[src/rtl/spi_master_ctrl.sv]
// Byte-wide SPI master: one 8-bit write or read frame per start request, sck idle low.
// Optional macro SPI_MASTER_LSB_FIRST_EN selects LSB-first bit order on mosi and miso.
module spi_master_ctrl #(
    parameter int unsigned CLK_DIV = 2
) (
    input  logic       clk,
    input  logic       rst_n,
    input  logic       start,
    input  logic       rd,
    input  logic [7:0] txdata,
    output logic [7:0] rxdata,
    output logic       busy,
    output logic       done,
    output logic       sck,
    output logic       cs,
    output logic       rw,
    output logic       mosi,
    input  logic       miso
);

    localparam int unsigned CW = 8;
    localparam int unsigned DW = 8;
    localparam int unsigned BW = 3;
    localparam logic [CW-1:0] CNT_LAST = CW'(CLK_DIV - 1);

    typedef enum logic [2:0] {
        S_IDLE,
        S_SETUP,
        S_SHIFT,
        S_HOLD,
        S_GAP
    } state_t;

    state_t         state, state_n;
    logic [CW-1:0]  cnt, cnt_n;
    logic [BW-1:0]  bit_cnt, bit_cnt_n;
    logic [DW-1:0]  tx_sr, tx_n;
    logic [DW-1:0]  rx_sr, rx_n;
    logic           rd_q, rd_n;
    logic           sck_n, cs_n, rw_n, mosi_n, busy_n, done_n;
    logic [DW-1:0]  rxdata_n;
    logic           phase_end;

    // tx register holds the bits still to be sent; mosi already carries the current one
    logic [DW-1:0]  tx_load, tx_shift, rx_shift;
    logic           tx_head, tx_next;

`ifdef SPI_MASTER_LSB_FIRST_EN
    assign tx_head  = txdata[0];
    assign tx_load  = {1'b0, txdata[DW-1:1]};
    assign tx_next  = tx_sr[0];
    assign tx_shift = {1'b0, tx_sr[DW-1:1]};
    assign rx_shift = {miso, rx_sr[DW-1:1]};
`else
    assign tx_head  = txdata[DW-1];
    assign tx_load  = {txdata[DW-2:0], 1'b0};
    assign tx_next  = tx_sr[DW-1];
    assign tx_shift = {tx_sr[DW-2:0], 1'b0};
    assign rx_shift = {rx_sr[DW-2:0], miso};
`endif

    always_ff @(posedge clk or negedge rst_n) begin
        if (!rst_n) state <= S_IDLE;
        else        state <= state_n;
    end

    // Next-state, datapath and registered-output computation
    always_comb begin
        state_n   = state;
        cnt_n     = cnt;
        bit_cnt_n = bit_cnt;
        tx_n      = tx_sr;
        rx_n      = rx_sr;
        rd_n      = rd_q;
        sck_n     = sck;
        cs_n      = cs;
        rw_n      = rw;
        mosi_n    = mosi;
        busy_n    = busy;
        done_n    = 1'b0;
        rxdata_n  = rxdata;
        phase_end = (cnt == CNT_LAST);

        case (state)
            S_IDLE: begin
                if (start) begin
                    state_n   = S_SETUP;
                    cnt_n     = '0;
                    bit_cnt_n = '0;
                    rd_n      = rd;
                    tx_n      = tx_load;
                    busy_n    = 1'b1;
                    cs_n      = 1'b0;
                    rw_n      = rd;
                    mosi_n    = rd ? 1'b0 : tx_head;
                end
            end
            S_SETUP: begin
                if (phase_end) begin
                    cnt_n   = '0;
                    state_n = S_SHIFT;
                end else begin
                    cnt_n = cnt + CW'(1);
                end
            end
            S_SHIFT: begin
                if (phase_end) begin
                    cnt_n = '0;
                    if (!sck) begin
                        sck_n = 1'b1;
                        if (rd_q) rx_n = rx_shift;
                    end else begin
                        sck_n     = 1'b0;
                        bit_cnt_n = bit_cnt + BW'(1);
                        if (bit_cnt == BW'(DW - 1)) begin
                            state_n = S_HOLD;
                        end else if (!rd_q) begin
                            mosi_n = tx_next;
                            tx_n   = tx_shift;
                        end
                    end
                end else begin
                    cnt_n = cnt + CW'(1);
                end
            end
            S_HOLD: begin
                if (phase_end) begin
                    cnt_n   = '0;
                    state_n = S_GAP;
                    cs_n    = 1'b1;
                    rw_n    = 1'b0;
                    mosi_n  = 1'b0;
                end else begin
                    cnt_n = cnt + CW'(1);
                end
            end
            S_GAP: begin
                if (phase_end) begin
                    cnt_n   = '0;
                    state_n = S_IDLE;
                    busy_n  = 1'b0;
                    done_n  = 1'b1;
                    if (rd_q) rxdata_n = rx_sr;
                end else begin
                    cnt_n = cnt + CW'(1);
                end
            end
            default: begin
                state_n = S_IDLE;
            end
        endcase
    end

    always_ff @(posedge clk or negedge rst_n) begin
        if (!rst_n) begin
            cnt     <= '0;
            bit_cnt <= '0;
            tx_sr   <= '0;
            rx_sr   <= '0;
            rd_q    <= 1'b0;
            sck     <= 1'b0;
            cs      <= 1'b1;
            rw      <= 1'b0;
            mosi    <= 1'b0;
            busy    <= 1'b0;
            done    <= 1'b0;
            rxdata  <= '0;
        end else begin
            cnt     <= cnt_n;
            bit_cnt <= bit_cnt_n;
            tx_sr   <= tx_n;
            rx_sr   <= rx_n;
            rd_q    <= rd_n;
            sck     <= sck_n;
            cs      <= cs_n;
            rw      <= rw_n;
            mosi    <= mosi_n;
            busy    <= busy_n;
            done    <= done_n;
            rxdata  <= rxdata_n;
        end
    end

endmodule

[config.mk]
export PLATFORM = sky130hd
export DESIGN_NAME = spi_master_ctrl
export DESIGN_NICKNAME = d
export VERILOG_FILES = /design/src/rtl/spi_master_ctrl.sv
export SDC_FILE = /design/constraint.sdc
export NUM_CORES = 1
export LEC_CHECK = 0
export ABC_AREA = 1
export BUFFER_PORTS_ARGS = -buffer_cell sky130_fd_sc_hd__buf_2
export CAP_MARGIN = 20
export CELL_PAD_IN_SITES_DETAIL_PLACEMENT = 1
export CELL_PAD_IN_SITES_GLOBAL_PLACEMENT = 1
export CORE_MARGIN = 1
export CORE_UTILIZATION = 30
export CTS_CLUSTER_SIZE = 16
export DETAILED_ROUTE_END_ITERATION = 6
export PLACE_DENSITY_LB_ADDON = 0.1
export SLEW_MARGIN = 20
export SYNTH_ARGS = -nofsm -noshare
export SYNTH_HDL_FRONTEND = slang
export SYNTH_SLANG_ARGS = --single-unit
[constraint.sdc]
create_clock -name clk -period 2.3 [get_ports clk]
set_input_delay 0.345 -clock clk [delete_from_list [all_inputs] [get_ports clk]]
set_output_delay 0.345 -clock clk [all_outputs]
set_load 0.05 [all_outputs]
==> flow_metrics.env, run 1 <==
export IMPL_drcViolationCount=0
export IMPL_worstHoldPathType="input port to asynchronous set/reset pin"
export IMPL_ios=27
export IMPL_power_switching_share_pct=48.2
export IMPL_setup_reg_to_reg_worst_slack_ns=0.54
export IMPL_critical_path_top_delay_family="simple AND/OR/NAND/NOR gates"
export IMPL_n_antenna_cell=0
export IMPL_ys_flop_type="sky130_fd_sc_hd__dfrtp_1"
export IMPL_footprint_of_the_multi_input_gates_mm2=0.00101
export IMPL_chipHeight_um=88.7
export IMPL_share_seq_of_total_power_pct=35.9
export IMPL_top_cell_types_by_occurrence_after_synthesis="sky130_fd_sc_hd__nand2_1, sky130_fd_sc_hd__dfrtp_1, sky130_fd_sc_hd__inv_1"
export IMPL_detailroute_via_count=1798
export IMPL_synth_yosys_warnings=0
export IMPL_wl_met3_um=91
export IMPL_p_sw_mw=1.60
export IMPL_slew_headroom_pct=59.8
export IMPL_detail_route_iter0_violations=30
export IMPL_critical_path_startpoint_type="flop"
export IMPL_fp_dieW_um=88.7
export IMPL_global_route_usage_total_pct=14.6
export IMPL_cp_cell_sequence="inv_1 > ha_1 > nand2_1 > nor2_2 > nand2_2 > nor3_4 > o21ai_0"
export IMPL_routedLengthMet1_um=2590
export IMPL_netlist_instances=270
export IMPL_cts_root_buffer_cell="sky130_fd_sc_hd__clkbuf_8"
export IMPL_cts_repair_resize_count=0
export IMPL_synthDistinctLibCells=29
export IMPL_internal_power_mw=1.72
export IMPL_yosysMostFrequentCell="sky130_fd_sc_hd__nand2_1"
export IMPL_ir_worst_vdd_mv=0.365
export IMPL_via_per_inst=4.46
export IMPL_vias_in_the_first_global_route=1862
export IMPL_synthesis_nets=287
export IMPL_timing_critical_path_from="cnt[1]$_DFFE_PN0P_"
export IMPL_cpMaxStageDelayCell="sky130_fd_sc_hd__nor3_4"
export IMPL_regToRegStartpoint="cnt[1]$_DFFE_PN0P_"
export IMPL_netlist_top_cell_by_area="sky130_fd_sc_hd__dfrtp_1"
export IMPL_worst_path_buf_inv=1
export IMPL_initial_utilization_pct=31.1
export IMPL_critPathCaptureType="flop"
export IMPL_fp_row_count=31
export IMPL_drtPass1Iterations=4
export IMPL_worstPathRequired_ns=2.46
export IMPL_num_fill_cells=902
export IMPL_design_power_total_mw=3.33
export IMPL_cts_hold_buf=0
export IMPL_tritoncts_num_buffers=5
export IMPL_highest_layer_used_for_signal_routing="met4"
export IMPL_drv_slew=0
export IMPL_final_period_utilization_pct=76.4
export IMPL_clk_pin_slew_worst_paths_ns=0.09
export IMPL_report_final_setup_viol=0
export IMPL_post_cts_repair_setup_buffers=0
export IMPL_worst_r2r_cell_count=7
export IMPL_synthTopCellsByArea="sky130_fd_sc_hd__dfrtp_1, sky130_fd_sc_hd__nand2_1, sky130_fd_sc_hd__nand3_1"
export IMPL_crit_path_max_incr_delay_ns=0.49
export IMPL_placeable_core_region_mm2=0.00725
export IMPL_port_buffers=26
export IMPL_final_hold_violation_count=0
export IMPL_grt_ovfl_total=0
export IMPL_timing_clock_skew_ns=0.00612
export IMPL_synth_edff_count=0
export IMPL_postSynthAreaPerCell_um2=8.35
export IMPL_register_area_mm2=0.00110
export IMPL_grt_first_pass_wirelength_um=8940
export IMPL_unrepaired_setup_endpoints_after_global_routing="no"
export IMPL_worst_skew_pair_late_latency_ns=0.30
export IMPL_nets=320
export IMPL_rr_endpoint="rxdata[2]$_DFFE_PN0P_"
export IMPL_power_combinational_fraction_pct=48.3
export IMPL_drive_above_1_share_pct=24.0
export IMPL_cp_data_arrival_time_ns=1.92
export IMPL_wl_met2_um=2200
export IMPL_powerDensity_mw_per_mm2=1280
export IMPL_place_inst=395
export IMPL_fin_setup_tns_ns=0
export IMPL_dp_final_hpwl_um=3610
export IMPL_max_clock_path_buffers=2
export IMPL_achievable_frequency_mhz=569
export IMPL_grt_start_max_net_pins=45
export IMPL_crit_path_max_fanout=16
export IMPL_synthesis_area_mm2=0.00225
export IMPL_cts_tree="built"
export IMPL_area_delta_synth_final_pct=15.3
export IMPL_grt_antenna_before_repair=0
export IMPL_instances_no_fill=403
export IMPL_ctsHtreeMaxLevel=2
export IMPL_cts_sinks=44
export IMPL_cp_num_cells=7
export IMPL_power_share_clock_pct=15.7
export IMPL_p_leak_nw=1.35
export IMPL_postSynth_asyncResetShare_pct=100
export IMPL_synth_yosys_seq_area_share_pct=48.9
export IMPL_critPathCapture="rxdata[2]$_DFFE_PN0P_"
export IMPL_max_capacitance_violation_total=0
export IMPL_worstMarginPinSlew_ns=0.602
export IMPL_synth_top_cell_area_share_pct=47.7
export IMPL_die_area_mm2=0.00787
export IMPL_ys_ff_latch=44
export IMPL_postRouteWirelength_um=4920
export IMPL_gp_routability_congestion=0.708
export IMPL_route_detailed_wl_per_inst_um=12.2
export IMPL_run_status="finished clean"
export IMPL_min_period_ns=1.76
export IMPL_timing_setup_critical_path_class="flop to flop"
export IMPL_postRouteAntennaNets=0
## area by class of cell
| class | instances | share of cell area [%] |
|---|---|---|
| flip-flops and latches | 44 | 42.4 |
| multi-input cells | 192 | 38.8 |
| repair buffers | 28 | 5.58 |
| well taps | 99 | 4.77 |
| inverters | 32 | 4.72 |
| clock buffers | 6 | 3.18 |
| clock inverters | 2 | 0.578 |
## registers in the layout, indices dropped and copies added, names as in the netlist
name and flops:
state 3, cnt 8, busy 1, rw 1, rx_sr 8, tx_sr 7, rxdata 8, rd_q 1
cs 1, bit_cnt 3, done 1, sck 1, mosi 1
## worst min path at each step
stage | from | endpoint | slack, ns | cells past startpoint
4_1_cts | rst_n | rxdata[7]$_DFFE_PN0P_ | 0.15 | 2
3_3_place_gp | mosi$_DFFE_PN0P_ | mosi$_DFFE_PN0P_ | 0.45 | 2
3_5_place_dp | tx_sr[7]$_DFFE_PN0P_ | tx_sr[7]$_DFFE_PN0P_ | 0.46 | 2
6_report | rst_n | mosi$_DFFE_PN0P_ | 0.12 | 2
2_1_floorplan | rst_n | bit_cnt[0]$_DFFE_PN0P_ | 0.05 | 0
5_1_grt | rst_n | rx_sr[7]$_DFFE_PN0P_ | 0.18 | 2
## power by group through the flow
stage                     registers, mW  logic, mW  clock network, mW
after floorplan                    1.31       1.14                  0
after global placement             1.21       1.62                  0
after detailed placement           1.22       1.65                  0
after CTS                          1.20       1.65              0.553
after global routing               1.23       1.85              0.586
final                              1.20       1.61              0.524
## metrics by stage
step / setup WS, ns / util [%] / area [um^2] / hold WS, ns
final: 0.542 / 35.8 / 2600 / 0.123
after global routing: 0.297 / 35.8 / 2600 / 0.178
after CTS: 0.481 / 35.8 / 2600 / 0.146
after detailed placement: 0.484 / 34.5 / 2500 / 0.460
after global placement: 0.552 / 34.5 / 2500 / 0.453
after floorplan: 0.835 / - / 2250 / 0.0494
## cells by family after synthesis
logic type               count (synthesis)  share of synthesized area (%)
AND/OR/NAND/NOR                        158                           34.8
flip-flops                              44                           48.9
buffers and inverters                   34                           6.44
AO/OA/AOI/OAI                           27                           6.49
adder cells (fa/ha/maj)                  4                           2.22
XOR/XNOR                                 3                           1.17
## layout by cell type, fill, tap and decap left out, drive strengths merged
cell type and count:
nor3 2, nand3 25, dfrtp 43, o21a 1, ha 4, dfstp 1
nand2 102, inv 32, xor2 3, o21ai 25, clkbuf 6, nor2 20
nand4 5, o22ai 1, nand3b 2, buf 28, or2 2, clkinvlp 2
## layer usage
metal	vias up	global-route usage (%)
met5	-	0
met4	0	4.84
met3	5	2.52
met2	19	23.2
met1	852	20.1
li1	922	-
Note: power is estimated with default switching activity, not from simulation.
==> inputs of run 2 (changes only) <==
ABC_AREA = 0   (was 1)
clock period = 1.42 ns   (was 2.3 ns; I/O delays follow)
==> flow_metrics.env, run 2 <==
export IMPL_power_switching_share_pct=37.9
export IMPL_grt_antenna_before_repair=0
export IMPL_postRouteAntennaNets=0
export IMPL_highest_layer_used_for_signal_routing="met4"
export IMPL_timing_critical_path_from="cnt[1]$_DFFE_PN0P_"
export IMPL_synthDistinctLibCells=40
export IMPL_drv_slew=0
export IMPL_ir_worst_vdd_mv=0.853
export IMPL_nets=275
export IMPL_final_period_utilization_pct=130
export IMPL_yosysMostFrequentCell="sky130_fd_sc_hd__dfrtp_1"
export IMPL_cts_root_buffer_cell="sky130_fd_sc_hd__clkbuf_8"
export IMPL_slew_headroom_pct=74.7
export IMPL_placeable_core_region_mm2=0.00683
export IMPL_ctsHtreeMaxLevel=2
export IMPL_initial_utilization_pct=31.1
export IMPL_synthesis_area_mm2=0.00212
export IMPL_ys_flop_type="sky130_fd_sc_hd__dfrtp_1"
export IMPL_unrepaired_setup_endpoints_after_global_routing="yes"
export IMPL_worstMarginPinSlew_ns=0.380
export IMPL_biggestRegsByFlops="cnt x8, rx_sr x8, rxdata x8"
export IMPL_crit_path_max_incr_delay_ns=0.40
export IMPL_routedLengthMet1_um=2510
export IMPL_netlist_instances=176
export IMPL_fin_setup_tns_ns=-11.71
export IMPL_internal_power_mw=3.98
export IMPL_synth_top_cell_area_share_pct=50.7
export IMPL_regToRegStartpoint="cnt[1]$_DFFE_PN0P_"
export IMPL_violations="setup timing"
export IMPL_vias_in_the_first_global_route=1973
export IMPL_crit_path_max_fanout=3
export IMPL_postRouteWirelength_um=5650
export IMPL_postSynth_asyncResetShare_pct=100
export IMPL_dp_worst_setup_slack_ns=-0.441
export IMPL_power_share_clock_pct=15.9
export IMPL_wl_met2_um=2960
export IMPL_cpMaxStageDelayCell="sky130_fd_sc_hd__dfrtp_1"
export IMPL_cp_cell_sequence="inv_2 > ha_4 > nor4b_4 > buf_4 > nand2_4 > buf_6 > a21o_4 > mux2_4"
export IMPL_achievable_frequency_mhz=543
export IMPL_synthTopCellsByArea="sky130_fd_sc_hd__dfrtp_1, sky130_fd_sc_hd__mux2_2, sky130_fd_sc_hd__o21ai_0"
export IMPL_run_status="complete, but fails checks"
export IMPL_setup_slack_ns=-0.421
export IMPL_worstPathRequired_ns=1.60
export IMPL_drcViolationCount=0
export IMPL_drive_above_1_share_pct=63.3
export IMPL_tritoncts_num_buffers=5
export IMPL_netlist_top_cell_by_area="sky130_fd_sc_hd__dfrtp_1"
export IMPL_worstHoldPathType="input port to flop"
export IMPL_timing_clock_skew_ns=0.00587
export IMPL_instances_no_fill=355
export IMPL_ys_ff_latch=44
export IMPL_max_clock_path_buffers=2
export IMPL_wl_met3_um=145
export IMPL_detail_route_iter0_violations=62
export IMPL_cts_sinks=44
export IMPL_detailroute_via_count=1696
export IMPL_share_seq_of_total_power_pct=28.2
export IMPL_grt_ovfl_total=0
export IMPL_report_final_setup_viol=43
export IMPL_synth_yosys_warnings=0
export IMPL_cp_data_arrival_time_ns=2.02
export IMPL_synth_yosys_seq_area_share_pct=51.9
export IMPL_postSynthAreaPerCell_um2=12.1
export IMPL_critPathCaptureType="flop"
export IMPL_grt_first_pass_wirelength_um=9340
export IMPL_powerDensity_mw_per_mm2=2020
export IMPL_final_common_cell="sky130_fd_sc_hd__dfrtp_1"
export IMPL_port_buffers=26
export IMPL_global_route_usage_total_pct=16.2
export IMPL_drtPass1Iterations=4
export IMPL_clk_pin_slew_worst_paths_ns=0.09
export IMPL_synthesis_nets=193
export IMPL_via_per_inst=4.78
export IMPL_fp_row_count=30
export IMPL_p_sw_mw=2.43
export IMPL_die_area_mm2=0.00742
export IMPL_p_leak_nw=1.51
export IMPL_top_cell_types_by_occurrence_after_synthesis="sky130_fd_sc_hd__dfrtp_1, sky130_fd_sc_hd__mux2_2, sky130_fd_sc_hd__o21ai_0"
export IMPL_area_delta_synth_final_pct=49.5
export IMPL_chipHeight_um=86.1
export IMPL_timing_setup_critical_path_class="flop to flop"
export IMPL_postLayoutCellArea_mm2=0.00317
export IMPL_dp_final_hpwl_um=3900
export IMPL_max_capacitance_violation_total=0
export IMPL_ios=27
export IMPL_cts_tree="built"
export IMPL_n_antenna_cell=0
export IMPL_worst_skew_pair_late_latency_ns=0.30
export IMPL_dpl_cell_area_mm2=0.00267
export IMPL_fp_dieW_um=86.1
export IMPL_place_inst=329
export IMPL_grt_start_max_net_pins=17
export IMPL_final_cell_mix="sky130_fd_sc_hd__dfrtp_1, sky130_fd_sc_hd__buf_4, sky130_fd_sc_hd__buf_2, sky130_fd_sc_hd__mux2_2, sky130_fd_sc_hd__buf_6"
export IMPL_power_combinational_fraction_pct=55.9
export IMPL_final_hold_violation_count=0
export IMPL_route_detailed_wl_per_inst_um=15.9
export IMPL_min_period_ns=1.84
export IMPL_gp_routability_congestion=0.769
export IMPL_critical_path_startpoint_type="flop"
export IMPL_synth_edff_count=0
export IMPL_design_power_total_mw=6.40
export IMPL_worst_hold_startpoint="txdata[0]"
[run 2: layout make-up]
class | count | area (um^2)
Clock buffer | 5 | 68.8
Timing Repair Buffer | 80 | 596
Multi-Input combinational cell | 121 | 1210
Fill cell | 758 | 3660
Inverter | 6 | 22.5
Tap cell | 96 | 120
Clock inverter | 3 | 50.0
Sequential cell | 44 | 1100
[run 2: cells by family after synthesis]
| group | synth area share [%] |
|---|---|
| compound gates | 9.55 |
| simple gates | 13.1 |
| flops | 51.9 |
| fa+ha+maj | 2.36 |
| xor+xnor | 1.24 |
| buf+inv | 2.42 |
| mux | 19.4 |
[run 2: path summary, 6_finish.rpt]
| check | to | slack (ns) | cells after the start |
|---|---|---|---|
| max | bit_cnt[1]$_DFFE_PN0P_ | -0.42 | 8 |
| min reg2reg | cnt[6]$_DFFE_PN0P_ | 0.52 | 1 |
| min | tx_sr[1]$_DFFE_PN0P_ | 0.15 | 3 |
| min in group asynchronous | tx_sr[1]$_DFFE_PN0P_ | 0.37 | 2 |
| max in group asynchronous | cs$_DFFE_PN1P_ | 0.51 | 3 |
| max reg2reg | bit_cnt[1]$_DFFE_PN0P_ | -0.42 | 8 |
[run 2: timing repair]
action	4_1_cts	5_1_grt
hold buffers	1	0
gates resized for setup	42	22
endpoints found under the hold margin	12	0
pin swaps	10	12
buffers inserted	14	5
endpoints found under the setup margin	44	44
[run 2: power groups by stage]
stage / Sequential [mW] / Clock, mW / Combinational [mW]
floorplan: 2.00 / 0 / 1.38
global placement: 1.78 / 0 / 2.51
detailed placement: 1.79 / 0 / 2.60
CTS: 1.79 / 1.06 / 3.22
global route: 1.85 / 1.11 / 3.84
finish: 1.81 / 1.02 / 3.58
[run 2: worst max-delay path, delay by kind of cell (launching register included)]
kind,cells,cell delay (ns)
buffers and inverters,3,0.39
AO/OA/AOI/OAI,1,0.20
multiplexers,1,0.30
AND/OR/NAND/NOR,2,0.33
adder cells (fa/ha/maj),1,0.12
flip-flops,1,0.40
[run 2: per-layer routing]
metal | global-route usage (%) | vias to the layer above
met2 | 29.7 | 21
met5 | 0 | -
met3 | 3.66 | 4
li1 | - | 796
met4 | 3.33 | 0
met1 | 19.2 | 875
[run 2: metrics by stage]
stage	hold WS [ns]	utilization, %
5_1_grt	0.137	46.5
4_1_cts	0.140	44.7
2_1_floorplan	-0.0826	-
6_report	0.145	46.5
3_5_place_dp	0.155	39.0
3_3_place_gp	0.150	39.0
==> inputs of run 3 (changes only) <==
--- a/config.mk
+++ b/config.mk
@@ -16,4 +16,5 @@
 export DETAILED_ROUTE_END_ITERATION = 6
 export PLACE_DENSITY_LB_ADDON = 0.1
+export REMOVE_ABC_BUFFERS = 1
 export SLEW_MARGIN = 20
 export SYNTH_ARGS = -nofsm -noshare
==> constraint.sdc (replaced) <==
create_clock -name clk -period 1.42 [get_ports clk]
set_input_delay 0.213 -clock clk [delete_from_list [all_inputs] [get_ports clk]]
set_output_delay 0.213 -clock clk [all_outputs]
set_load 0.005 [all_outputs]
==> flow_metrics.env, run 3 (same netlist as run 2, synthesis figures left out) <==
export IMPL_timing_hold_worst_endpoint="tx_sr[1]$_DFFE_PN0P_"
export IMPL_cpMaxStageDelayCell="sky130_fd_sc_hd__dfrtp_1"
export IMPL_crit_path_max_incr_delay_ns=0.40
export IMPL_critPathCaptureType="flop"
export IMPL_grt_antenna_before_repair=0
export IMPL_worstHoldPathType="input port to flop"
export IMPL_p_leak_nw=1.43
export IMPL_worstMarginPinSlew_ns=0.253
export IMPL_p_sw_mw=1.93
export IMPL_instances_no_fill=347
export IMPL_timing_clock_skew_ns=0.00402
export IMPL_worst_r2r_cell_count=7
export IMPL_power_combinational_fraction_pct=49.6
export IMPL_final_common_cell="sky130_fd_sc_hd__dfrtp_1"
export IMPL_unrepaired_setup_endpoints_after_global_routing="yes"
export IMPL_run_status="complete, but fails checks"
export IMPL_cp_cell_sequence="inv_2 > ha_4 > nor4b_4 > buf_4 > nand2_2 > a221oi_2 > mux2_4"
export IMPL_timing_setup_critical_path_class="flop to flop"
export IMPL_drive_above_1_share_pct=58.2
export IMPL_internal_power_mw=3.68
export IMPL_dp_worst_setup_slack_ns=-0.447
export IMPL_ios=27
export IMPL_crit_path_max_fanout=4
export IMPL_area_delta_synth_final_pct=40.6
export IMPL_violations="setup timing"
export IMPL_setup_slack_ns=-0.352
export IMPL_powerDensity_mw_per_mm2=1880
export IMPL_n_antenna_cell=0
export IMPL_drtPass1Iterations=4
export IMPL_fin_worst_hold_slack_ns=0.142
export IMPL_min_period_ns=1.77
export IMPL_final_period_utilization_pct=125
export IMPL_chipHeight_um=86.1
export IMPL_detail_route_iter0_violations=57
export IMPL_worst_skew_pair_late_latency_ns=0.29
export IMPL_drcViolationCount=0
export IMPL_clk_pin_slew_worst_paths_ns=0.09
export IMPL_regToRegStartpoint="cnt[1]$_DFFE_PN0P_"
export IMPL_cts_tree="built"
export IMPL_cts_root_buffer_cell="sky130_fd_sc_hd__clkbuf_8"
export IMPL_grt_start_max_net_pins=45
export IMPL_nets=267
export IMPL_final_hold_violation_count=0
export IMPL_die_area_mm2=0.00742
export IMPL_tritoncts_num_buffers=5
export IMPL_critical_path_top_delay_family="flip-flops"
export IMPL_grt_use_met2_pct=27.1
export IMPL_max_clock_path_buffers=2
export IMPL_share_seq_of_total_power_pct=32.2
export IMPL_postRouteAntennaNets=0
export IMPL_grt_ovfl_total=0
export IMPL_placeable_core_region_mm2=0.00683
export IMPL_met3_usage_pct=2.89
export IMPL_dp_final_hpwl_um=3680
export IMPL_drv_slew=0
export IMPL_critical_path_startpoint_type="flop"
export IMPL_fp_dieW_um=86.1
export IMPL_cp_data_arrival_time_ns=1.96
export IMPL_biggestRegsByFlops="cnt x8, rx_sr x8, rxdata x8"
export IMPL_place_inst=329
export IMPL_max_capacitance_violation_total=0
export IMPL_gr_usage_met1_pct=19.2
export IMPL_port_buffers=26
export IMPL_cts_sinks=44
export IMPL_ctsHtreeMaxLevel=2
export IMPL_grt_first_pass_wirelength_um=8690
export IMPL_worst_hold_startpoint="txdata[0]"
export IMPL_worstPathRequired_ns=1.60
export IMPL_power_switching_share_pct=34.4
export IMPL_initial_utilization_pct=31.1
export IMPL_final_cell_mix="sky130_fd_sc_hd__dfrtp_1, sky130_fd_sc_hd__buf_4, sky130_fd_sc_hd__mux2_2, sky130_fd_sc_hd__buf_2"
export IMPL_setup_reg_to_reg_worst_slack_ns=-0.35
export IMPL_via_per_inst=4.70
export IMPL_gp_routability_congestion=0.761
export IMPL_worst_path_buf_inv=2
export IMPL_fp_row_count=30
export IMPL_grt_busiest_layer="met2"
export IMPL_ir_worst_vdd_mv=0.726
export IMPL_vias_in_the_first_global_route=1768
export IMPL_global_route_usage_total_pct=15.3
export IMPL_achievable_frequency_mhz=564
export IMPL_rr_endpoint="mosi$_DFFE_PN0P_"
export IMPL_report_final_setup_viol=42
export IMPL_power_share_clock_pct=18.1
export IMPL_detailroute_via_count=1631
export IMPL_postRouteWirelength_um=5160
export IMPL_whs_path_depth=3
export IMPL_slew_headroom_pct=83.1
export IMPL_route_detailed_wl_per_inst_um=14.9
run 3: changes by cell type in the layout (fill, tap and decap cells not counted), moves of 4 or more:
cell,before,now
sky130_fd_sc_hd__mux2_2,24,30
sky130_fd_sc_hd__mux2_4,10,4
sky130_fd_sc_hd__buf_6,12,7
sky130_fd_sc_hd__a21oi_1,3,7
sky130_fd_sc_hd__a21oi_2,7,3
sky130_fd_sc_hd__nor2_4,5,1
run 3: area by class of cell:
cell class	instances	area [um^2]
well taps	96	120
inverters	6	22.5
multi-input cells	121	1100
fillers	757	3850
repair buffers	72	517
clock inverters	2	38.8
flip-flops and latches	44	1100
clock buffers	6	82.6
run 3: per-stage QoR:
step,utilization [%],power [mW],TNS (ns),cell area [um^2]
2_1_floorplan,-,2.98,-9.94,2090
3_3_place_gp,38.5,3.92,-11.99,2630
3_5_place_dp,38.5,4.02,-13.69,2630
4_1_cts,41.2,5.21,-12.85,2820
5_1_grt,43.7,6.00,-14.34,2990
6_report,43.7,5.60,-10.48,2990
run 3: worst min-delay path: cells and delay by family:
family	cells	cell delay [ns]
compound gates	1	0.05
simple gates	1	0.05
buf+inv	1	0.10
run 3: how the worst max path moves through the flow:
stage	start	end	slack, ns	depth (start not counted)
floorplan	state[2]$_DFFE_PN0P_	tx_sr[2]$_DFFE_PN0P_	-0.37	4
global placement	bit_cnt[0]$_DFFE_PN0P_	mosi$_DFFE_PN0P_	-0.41	6
detailed placement	bit_cnt[0]$_DFFE_PN0P_	mosi$_DFFE_PN0P_	-0.45	6
CTS	cnt[1]$_DFFE_PN0P_	mosi$_DFFE_PN0P_	-0.41	6
global route	cnt[1]$_DFFE_PN0P_	mosi$_DFFE_PN0P_	-0.44	7
finish	cnt[1]$_DFFE_PN0P_	mosi$_DFFE_PN0P_	-0.35	7
run 3: power by group through the flow:
stage,registers [mW],logic [mW],clock network [mW]
2_1_floorplan,1.82,1.16,0
3_5_place_dp,1.82,2.21,0
5_1_grt,1.86,3.03,1.11
6_report,1.81,2.78,1.02
4_1_cts,1.81,2.34,1.06
3_3_place_gp,1.79,2.13,0
run 3: repair_timing:
action,4_1_cts,5_1_grt
buffers inserted,1,11
resized for setup,17,30
hold endpoints to repair,43,0
hold buffers,1,0
endpoints found under the setup margin,43,44
pin swaps,8,11
run 3: per-layer routing:
| metal | share of wire, % | vias to the layer above |
|---|---|---|
| li1 | - | 775 |
| met1 | 44 | 835 |
| met4 | 0.66 | 0 |
| met5 | 0 | - |
| met2 | 53 | 16 |
| met3 | 1.9 | 5 |
